File: src/rtl/pio_buttons_poller.sv
// -----------------------------------------------------------------------------
// pio_buttons_poller
//
// Drains the edge-capture register of a button PIO without CPU involvement.
// A free-running timer raises a one-cycle tick every POLL_PERIOD cycles. On a
// tick (when enabled and the event FIFO has room) the block reads the PIO
// edge-capture register (address 3). If any bit is set, it writes exactly
// those bits back to clear them and queues the bit vector as one event in a
// first-word-fall-through FIFO drained through a valid/ready port.
//
// Parameters
//   POLL_PERIOD  cycles between poll ticks (>= 4)
//   WIDTH        number of buttons (PIO in_port width)
//   FIFO_DEPTH   event FIFO entries (power of two, >= 2)
//
// Ports
//   clk             system clock
//   reset_n         asynchronous active-low reset
//   enable          poll enable; ticks are ignored while low
//   avm_address     PIO register address          (to PIO s1)
//   avm_chipselect  PIO chipselect                (to PIO s1)
//   avm_write_n     PIO write strobe, active-low  (to PIO s1)
//   avm_writedata   PIO write data                (to PIO s1)
//   avm_readdata    PIO read data, valid one cycle after the address
//   evt_valid       event FIFO non-empty
//   evt_data        head event, one bit per button that saw a rising edge
//   evt_ready       consumer pops the head event when high with evt_valid
//   fifo_level      current number of queued events
//   skip_cnt        saturating count of ticks skipped because the FIFO was full
// -----------------------------------------------------------------------------
module pio_buttons_poller #(
  parameter int POLL_PERIOD = 50000,
  parameter int WIDTH       = 2,
  parameter int FIFO_DEPTH  = 4
) (
  input  logic                          clk,
  input  logic                          reset_n,
  input  logic                          enable,
  output logic [1:0]                    avm_address,
  output logic                          avm_chipselect,
  output logic                          avm_write_n,
  output logic [31:0]                   avm_writedata,
  input  logic [31:0]                   avm_readdata,
  output logic                          evt_valid,
  output logic [WIDTH-1:0]              evt_data,
  input  logic                          evt_ready,
  output logic [$clog2(FIFO_DEPTH):0]   fifo_level,
  output logic [7:0]                    skip_cnt
);

  localparam int TW = (POLL_PERIOD > 1) ? $clog2(POLL_PERIOD) : 1;
  localparam int PW = (FIFO_DEPTH > 1) ? $clog2(FIFO_DEPTH) : 1;
  localparam int LW = $clog2(FIFO_DEPTH) + 1;

  localparam logic [1:0]    EDGE_CAP_ADDR = 2'd3;
  localparam logic [TW-1:0] TICK_AT       = TW'(POLL_PERIOD - 1);
  localparam logic [LW-1:0] FULL_LEVEL    = LW'(FIFO_DEPTH);

  typedef enum logic [1:0] {
    S_IDLE,
    S_READ,
    S_CAPTURE,
    S_CLEAR
  } state_t;

  // ---------------------------------------------------------------------------
  // Tick timer: free-running, independent of the FSM and of enable.
  // ---------------------------------------------------------------------------
  logic [TW-1:0] r_timer;
  logic          w_tick;

  assign w_tick = (r_timer == TICK_AT);

  // NOTE: clocked state uses non-blocking (<=) so every register samples the
  // pre-edge values of the others; blocking (=) here would create ordering
  // dependent races between always_ff blocks.
  always_ff @(posedge clk or negedge reset_n) begin
    if (!reset_n) begin
      r_timer <= '0;
    end else if (w_tick) begin
      r_timer <= '0;
    end else begin
      r_timer <= r_timer + 1'b1;
    end
  end

  // ---------------------------------------------------------------------------
  // FIFO status (needed by the FSM to decide between polling and skipping)
  // ---------------------------------------------------------------------------
  logic [LW-1:0] r_level;
  logic          w_full;
  logic          w_empty;

  assign w_full  = (r_level == FULL_LEVEL);
  assign w_empty = (r_level == '0);

  // ---------------------------------------------------------------------------
  // Poll FSM. Bus outputs are decoded from the state register, so an
  // asynchronous reset forces the bus idle immediately.
  // ---------------------------------------------------------------------------
  state_t           r_state;
  state_t           w_next;
  logic [WIDTH-1:0] r_cap;
  logic [WIDTH-1:0] w_rd_bits;
  logic             w_unused_rdata;

  assign w_rd_bits      = avm_readdata[WIDTH-1:0];
  // Upper readdata bits carry nothing for a WIDTH-bit edge register.
  assign w_unused_rdata = ^avm_readdata[31:WIDTH];

  always_ff @(posedge clk or negedge reset_n) begin
    if (!reset_n) begin
      r_state <= S_IDLE;
    end else begin
      r_state <= w_next;
    end
  end

  // NOTE: every signal assigned in this block gets a default first, so no
  // path through the case statement can leave one unassigned and infer a latch.
  always_comb begin
    w_next         = r_state;
    avm_chipselect = 1'b0;
    avm_write_n    = 1'b1;
    avm_address    = 2'd0;
    avm_writedata  = 32'd0;
    case (r_state)
      S_IDLE: begin
        // A full FIFO leaves the edges pending in the PIO rather than
        // reading them and having nowhere to put them.
        if (w_tick && enable && !w_full) begin
          w_next = S_READ;
        end
      end
      S_READ: begin
        avm_chipselect = 1'b1;
        avm_address    = EDGE_CAP_ADDR;
        w_next         = S_CAPTURE;
      end
      S_CAPTURE: begin
        // PIO readdata is registered, so the edge bits arrive now.
        avm_address = EDGE_CAP_ADDR;
        w_next      = (w_rd_bits != '0) ? S_CLEAR : S_IDLE;
      end
      S_CLEAR: begin
        // Only the captured bits are written as 1, so edges that arrived
        // on other bits during this transaction stay pending.
        avm_chipselect = 1'b1;
        avm_write_n    = 1'b0;
        avm_address    = EDGE_CAP_ADDR;
        avm_writedata  = {{(32-WIDTH){1'b0}}, r_cap};
        w_next         = S_IDLE;
      end
      default: begin
        w_next = S_IDLE;
      end
    endcase
  end

  always_ff @(posedge clk or negedge reset_n) begin
    if (!reset_n) begin
      r_cap <= '0;
    end else if (r_state == S_CAPTURE) begin
      r_cap <= w_rd_bits;
    end
  end

  // ---------------------------------------------------------------------------
  // Skip counter: ticks dropped because the FIFO was full, saturating.
  // ---------------------------------------------------------------------------
  logic [7:0] r_skip;

  always_ff @(posedge clk or negedge reset_n) begin
    if (!reset_n) begin
      r_skip <= 8'd0;
    end else if ((r_state == S_IDLE) && w_tick && enable && w_full &&
                 (r_skip != 8'hFF)) begin
      r_skip <= r_skip + 8'd1;
    end
  end

  assign skip_cnt = r_skip;

  // ---------------------------------------------------------------------------
  // Event FIFO, first-word-fall-through. A push happens on the edge that ends
  // CLEAR; fullness was already checked at the tick, so it never overflows.
  // ---------------------------------------------------------------------------
  logic [WIDTH-1:0] r_mem [FIFO_DEPTH];
  logic [PW-1:0]    r_wr_ptr;
  logic [PW-1:0]    r_rd_ptr;
  logic             w_push;
  logic             w_pop;

  assign w_push = (r_state == S_CLEAR);
  assign w_pop  = evt_ready && !w_empty;

  // NOTE: the storage array has no reset; the level counter and pointers are
  // reset instead, and evt_data is masked while empty, so stale contents are
  // never observable.
  always_ff @(posedge clk) begin
    if (w_push) begin
      r_mem[r_wr_ptr] <= r_cap;
    end
  end

  always_ff @(posedge clk or negedge reset_n) begin
    if (!reset_n) begin
      r_wr_ptr <= '0;
      r_rd_ptr <= '0;
      r_level  <= '0;
    end else begin
      if (w_push) begin
        r_wr_ptr <= r_wr_ptr + 1'b1;
      end
      if (w_pop) begin
        r_rd_ptr <= r_rd_ptr + 1'b1;
      end
      case ({w_push, w_pop})
        2'b10:   r_level <= r_level + 1'b1;
        2'b01:   r_level <= r_level - 1'b1;
        default: r_level <= r_level;
      endcase
    end
  end

  assign evt_valid  = !w_empty;
  assign evt_data   = w_empty ? '0 : r_mem[r_rd_ptr];
  assign fifo_level = r_level;

endmodule

File: config.mk
export PLATFORM = sky130hd
export DESIGN_NAME = pio_buttons_poller
export DESIGN_NICKNAME = d
export VERILOG_FILES = /design/src/rtl/pio_buttons_poller.sv
export SDC_FILE = /design/constraint.sdc
export NUM_CORES = 1
export LEC_CHECK = 0
export BUFFER_PORTS_ARGS = -buffer_cell sky130_fd_sc_hd__buf_2
export CAP_MARGIN = 10
export CORE_ASPECT_RATIO = 0.9
export CORE_MARGIN = 2
export CORE_UTILIZATION = 25
export DETAILED_ROUTE_END_ITERATION = 8
export HOLD_SLACK_MARGIN = 0.06
export PLACE_DENSITY = 0.55
export REMOVE_ABC_BUFFERS = 1
export SLEW_MARGIN = 20
export SYNTH_ARGS = -nofsm -noshare
export SYNTH_HDL_FRONTEND = slang
export SYNTH_SLANG_ARGS = --single-unit
export TNS_END_PERCENT = 1
File: constraint.sdc
create_clock -name clk -period 3.65 [get_ports clk]
set_clock_uncertainty 0.05 [all_clocks]
set_input_delay 0.365 -clock clk [delete_from_list [all_inputs] [get_ports clk]]
set_output_delay 0.365 -clock clk [all_outputs]
set_load 0.02 [all_outputs]
# Word level (Yosys, flattened, before mapping)
# Memories as Yosys holds them, arrays and structs flattened.
# Index checks and enable logic that the tools add are counted.
dict set report totals {
  register_bits 35
  latchBits 0
  ramBits 8
  romBits 0
  inputBits 36
  output_inout_bits 50
  wordCells 50
  mem_count 1
}
dict set report op_classes {
  addsub 6
  multipliers 0
  div_mod_pow 0
  order_cmp 0
  n_eq_ne 9
  shift 0
  mux 12
  n_bitwise 0
  reduce_logical 15
}
# memory words width read_ports rd_clocked_by_memory_dff write_ports line
set memory_table {}
lappend memory_table {r_mem 4 2 1 0 1 188} ;# logic [WIDTH-1:0] r_mem [FIFO_DEPTH];
# operator count
set op_table {}
lappend op_table {{16-bit by 1-bit adder with 16-bit output, second input constant} 1}
lappend op_table {{16-bit equality test, second input constant} 1}
lappend op_table {{16-bit 2-to-1 mux} 1}
lappend op_table {{2-bit 2-to-1 mux} 5}
lappend op_table {{8-bit by 1-bit adder with 8-bit output, second input constant} 1}
lappend op_table {{8-bit != test, second input constant} 1}
lappend op_table {{2-bit one-hot mux with 4 select lines} 1}
lappend op_table {{1-bit logical AND} 7}
lappend op_table {{2-bit equality test, second input constant} 3}
lappend op_table {{3-bit one-hot mux with 2 select lines} 1}
lappend op_table {{2-bit by 1-bit adder with 2-bit output, second input constant} 2}
lappend op_table {{2-bit by 1-bit equality test with 1-bit output, second input constant} 2}
lappend op_table {{1-bit 2-to-1 mux} 4}
lappend op_table {{2-bit nonzero test} 2}
lappend op_table {{3-bit by 1-bit adder with 3-bit output, second input constant} 1}
lappend op_table {{3-bit equality test, second input constant} 1}
lappend op_table {{3-bit logical NOT} 1}
lappend op_table {{3-bit OR reduction} 1}
lappend op_table {{3-bit by 1-bit subtractor with 3-bit output, second input constant} 1}
lappend op_table {{1-bit logical NOT} 2}
lappend op_table {{2-bit logical NOT} 1}
lappend op_table {{2-bit != test, second input constant} 1}
lappend op_table {{2-bit OR reduction} 1}

# Longest topological paths before layout
dict set report depth {
  word_depth 5
  mapped_depth 8
  depth_no_buf 8
}

# Worst setup path before layout
# OpenSTA, ideal clock, no wires.
dict set report synth_timing {
  path_type {flip-flop to flip-flop}
  start {reg r_level[0], in the netlist fifo_level[0]}
  end {reg r_level[2], in the netlist fifo_level[2]}
  setup_ns 0.132
  t_arrival_ns 1.996
  required_time_ns 3.468
  path_slack_ns 1.473
  path_stages_with_launch 9
  path_buffers 0
  synth_period_minus_slack_ns 2.177
  path_cell_list {dfrtp_1 > or3_1 > and2_1 > ha_1 > inv_1 > fa_1 > xor2_1 > nor2_1 > xor2_1}
}
dict set report synth_between {
  elab_chain_len 5
  elab_cells_between_ends 9
  classes_between {add/sub: 2; eq/ne: 2; mux: 1; reduce/logical: 4}
}
# item line
set synth_rtl {}
lappend synth_rtl {{start, declared} 90} ;# logic [LW-1:0] r_level;
lappend synth_rtl {{start signal, assigned} 219} ;# 2'b10: r_level <= r_level + 1'b1;
lappend synth_rtl {{start signal, assigned} 220} ;# 2'b01: r_level <= r_level - 1'b1;
lappend synth_rtl {{start signal, assigned} 221} ;# default: r_level <= r_level;
lappend synth_rtl {{3-bit logical NOT (*)} 95} ;# assign w_empty = (r_level == '0);
lappend synth_rtl {{1-bit logical NOT (*)} -}
lappend synth_rtl {{via evt_valid} 44} ;# output logic evt_valid,
lappend synth_rtl {{1-bit logical AND (*)} 195} ;# assign w_pop = evt_ready && !w_empty;
lappend synth_rtl {{via w_pop} 192} ;# logic w_pop;
lappend synth_rtl {{2-bit by 1-bit equality test with 1-bit output / 2-bit equality test (equally long branches)} 218} ;# case ({w_push, w_pop})
lappend synth_rtl {{3-bit one-hot mux with 2 select lines / 2-bit nonzero test (equally long branches)} -}
# The timed path passes the listed nets; every way through them passes the cells marked *.
# A chain may end at the register's enable or synchronous reset.

# Worst setup path in the final report
dict set report layout_timing {
  start {reg r_level[0], in the netlist fifo_level[0]}
  end {reg r_skip[7], in the netlist skip_cnt[7]}
}
dict set report layout_between {
  elab_chain_len 3
}
# item line
set layout_rtl {}
lappend layout_rtl {{3-bit equality test} 94} ;# assign w_full = (r_level == FULL_LEVEL);
lappend layout_rtl {{1-bit logical AND (2 in series)} 176} ;# end else if ((r_state == S_IDLE) && w_tick && enable && w_full &&
lappend layout_rtl {{end signal, assigned} 178} ;# r_skip <= r_skip + 8'd1;
lappend layout_rtl {{end, declared} 171} ;# logic [7:0] r_skip;
# No other way between the ends.

==> impl_metrics.csv <==
group,metric,value,unit
clock_network,postCtsHoldBufs,0,
sta,rsz0062_at_grt,"no",
cells_and_area,final_common_cell,"dfrtp_1",
pwr,vdd_drop_max,0.200,mV
critical_path,r2r-end,"skip_cnt[7]",
clock_network,clk_pin_slew,90,ps
cells_and_area,syn2layout_area_growth,9.75,%
placed_design,dp_hpwl,2880,µm
sta,final_max_slew_viol_count,0,
synthesis,synthTopCellsByArea,"dfrtp_1 38%, edfxtp_1 10%, buf_4 10%, xor2_1 5.7%, ha_1 3.8%",
clock_network,post_cts_resize_count,0,
synthesis,synth-seq-area-share,48.1,%
sta,final.setup.tns,0,ps
cells_and_area,antenna_cells,0,
sta,finalSetupViolations,0,
clock_network,cts_setup_buffers,0,
placed_design,gp_congestion,0.733,
drt,wl_per_cell,10.9,µm
floorplan,start_util,25.6,%
grt,grt_pass1_vias,1353,
cells_and_area,finish.net_count,276,
critical_path,r2r_cells,4,
sta,slew_headroom,47.9,%
critical_path,regToRegSetupSlack,1490,ps
synthesis,synth_edf_count,8,
sta,tightest_slew,782,ps
floorplan,die_area,10100,µm²
clock_network,cts-root-buf,"clkbuf_8",
synthesis,async_flop_share,81.4,%
clock_network,cts_tree,"built",
clock_network,h-tree-depth,2,
floorplan,rows,33,
pwr,power_density,533,nW/µm²
synthesis,syn_area,2320,µm²
floorplan,chipHeight,95.4,µm
synthesis,synthFlopType,"dfrtp_1",
drt,firstDrtPassIters,4,
critical_path,crit_fanout,6,
grt,track_usage,8.72,%
clock_network,clock_sinks,43,
cells_and_area,nFillCells,969,
floorplan,num_io_pins,86,
synthesis,synth_top_area_cell,"dfrtp_1",
synthesis,avgSynthCellArea,11.3,µm²
critical_path,cp-start-kind,"flop",
cells_and_area,mostFrequentLayoutCells,"35 x dfrtp_1, 30 x conb_1, 25 x buf_2",
run,drv_cap,0,
worst_hold_path,min_path_type,"primary input to asynchronous set/reset pin",
drt,dr.first_iter.drc_count,58,
synthesis,synth-seq-cells,43,
critical_path,critical_path_arrival,2300,ps
drt,drcViolationCount,0,
floorplan,die_w,106,µm
critical_path,required,3790,ps
placed_design,dp_slack,1490,ps
critical_path,r2r-start,"fifo_level[0]",
clock_network,cts_max_path_buffers,2,
placed_design,io_buffer_count,25,
sta,period_share,59.2,%
synthesis,synth_warnings,0,
sta,period_minus_slack,2160,ps
drt,avgViaCountPerCell,4.08,
outcome,status,"completed",
synthesis,yosys.cell_types.count,39,
floorplan,core,9080,µm²
sta,finalHoldViolations,0,
drt,final_antenna_net_count,0,
sta,fmax,463,MHz
critical_path,cp-end-kind,"flop",
sta,setup_ws,1490,ps
clock_network,clkLatencyLatePin,300,ps
grt,overflow,0,
critical_path,critPathKind,"flop to flop",
grt,antenna_found_initial,0,
pwr,leakage,1.20,nW
drt,drt-total-wl,3880,µm
cells_and_area,drive_above_1_share,21.5,%
clock_network,cts_buffers,5,
synthesis,yosysTopAreaCellShare,37.7,%
grt,grt_pass1_wl,6780,µm
drt,via_count,1447,
synthesis,netlist_instances,206,
grt,grt_max_degree,36,
[layer usage]
layer / vias to the layer above / track usage (%) / routed length, µm
li1: 694 / - / -
met1: 700 / 12.4 / 2000
met2: 46 / 12.1 / 1560
met3: 7 / 2.53 / 241
met4: 0 / 4.28 / 80
met5: - / 0 / 0
[area by class of cell]
class	count	area, µm²	share of cell area (%)
repair buffers	25	125	4.91
clock buffers	5	68.8	2.70
inverters	8	30.0	1.18
well taps	122	153	5.99
multi-input cells	149	1040	40.6
flip-flops and latches	43	1120	43.8
clock inverters	3	20.0	0.785
[cell usage after synthesis (2+ instances only)]
| cell type | number |
|---|---|
| nand3_2 | 2 |
| and2_1 | 4 |
| mux2_2 | 6 |
| nor2_1 | 14 |
| nand2b_1 | 4 |
| or3_1 | 2 |
| ha_1 | 7 |
| mux4_2 | 2 |
| nand3_1 | 9 |
| and3_1 | 10 |
| xor2_1 | 15 |
| buf_4 | 31 |
| a21oi_1 | 2 |
| inv_1 | 8 |
| clkbuf_1 | 3 |
| edfxtp_1 | 8 |
| xnor2_1 | 9 |
| dfrtp_1 | 35 |
| nor4_1 | 6 |
| nand4_1 | 4 |
| nand2_1 | 5 |
| o21ai_0 | 3 |
[registers in the layout, indices dropped and copies added, names as in the netlist]
signal / flops
r_state: 2
r_timer: 16
r_rd_ptr: 2
r_mem: 8
r_wr_ptr: 2
skip_cnt: 8
r_cap: 2
fifo_level: 3
[critical path, cell delays in order (launching register included)]
cell and delay [ps]:
dfrtp_1 440, nor3b_1 530, nand3_1 320, nor4_1 350, mux2_2 370
[worst max-delay path by stage]
stage	startpoint	end	slack, ps	cells past startpoint
finish	fifo_level[0]	skip_cnt[7]	1490	4
global route	fifo_level[0]	skip_cnt[7]	1320	4
CTS	fifo_level[0]	skip_cnt[7]	1460	4
detailed placement	fifo_level[0]	skip_cnt[7]	1490	4
global placement	fifo_level[0]	skip_cnt[7]	1500	4
floorplan	fifo_level[0]	fifo_level[2]	1470	8
[power breakdown]
part           total, mW  switching (mW)  internal, mW
clock network      0.300           0.167         0.133
registers          0.659          0.0896         0.569
logic              0.398           0.236         0.163
total               1.36           0.492         0.865
[through the flow]
step | cells | instance area (µm²) | total power [mW] | hold WS [ps] | util, %
after global placement | 347 | 2460 | 1.06 | 428 | 27.1
after CTS | 355 | 2550 | 1.38 | 123 | 28.1
final | 355 | 2550 | 1.36 | 85.0 | 28.1
after global routing | 355 | 2550 | 1.46 | 165 | 28.1
after detailed placement | 347 | 2460 | 1.07 | 442 | 27.1
after floorplan | 200 | 2180 | 0.943 | 19.4 | -
[kinds of logic (layout without fill, tap and decap cells)]
group                    count (synthesis)  count (layout)  share of synthesized area [%]
adder cells (fa/ha/maj)                  8               8                           4.63
flip-flops                              43              43                           48.1
other                                    1              30                          0.161
AO/OA/AOI/OAI                            5               5                           1.08
XOR/XNOR                                24              24                           9.05
multiplexers                             9               9                           5.28
buffers and inverters                   43              41                           12.0
AND/OR/NAND/NOR                         73              73                           19.7
Power figures use the tool's default switching activity.
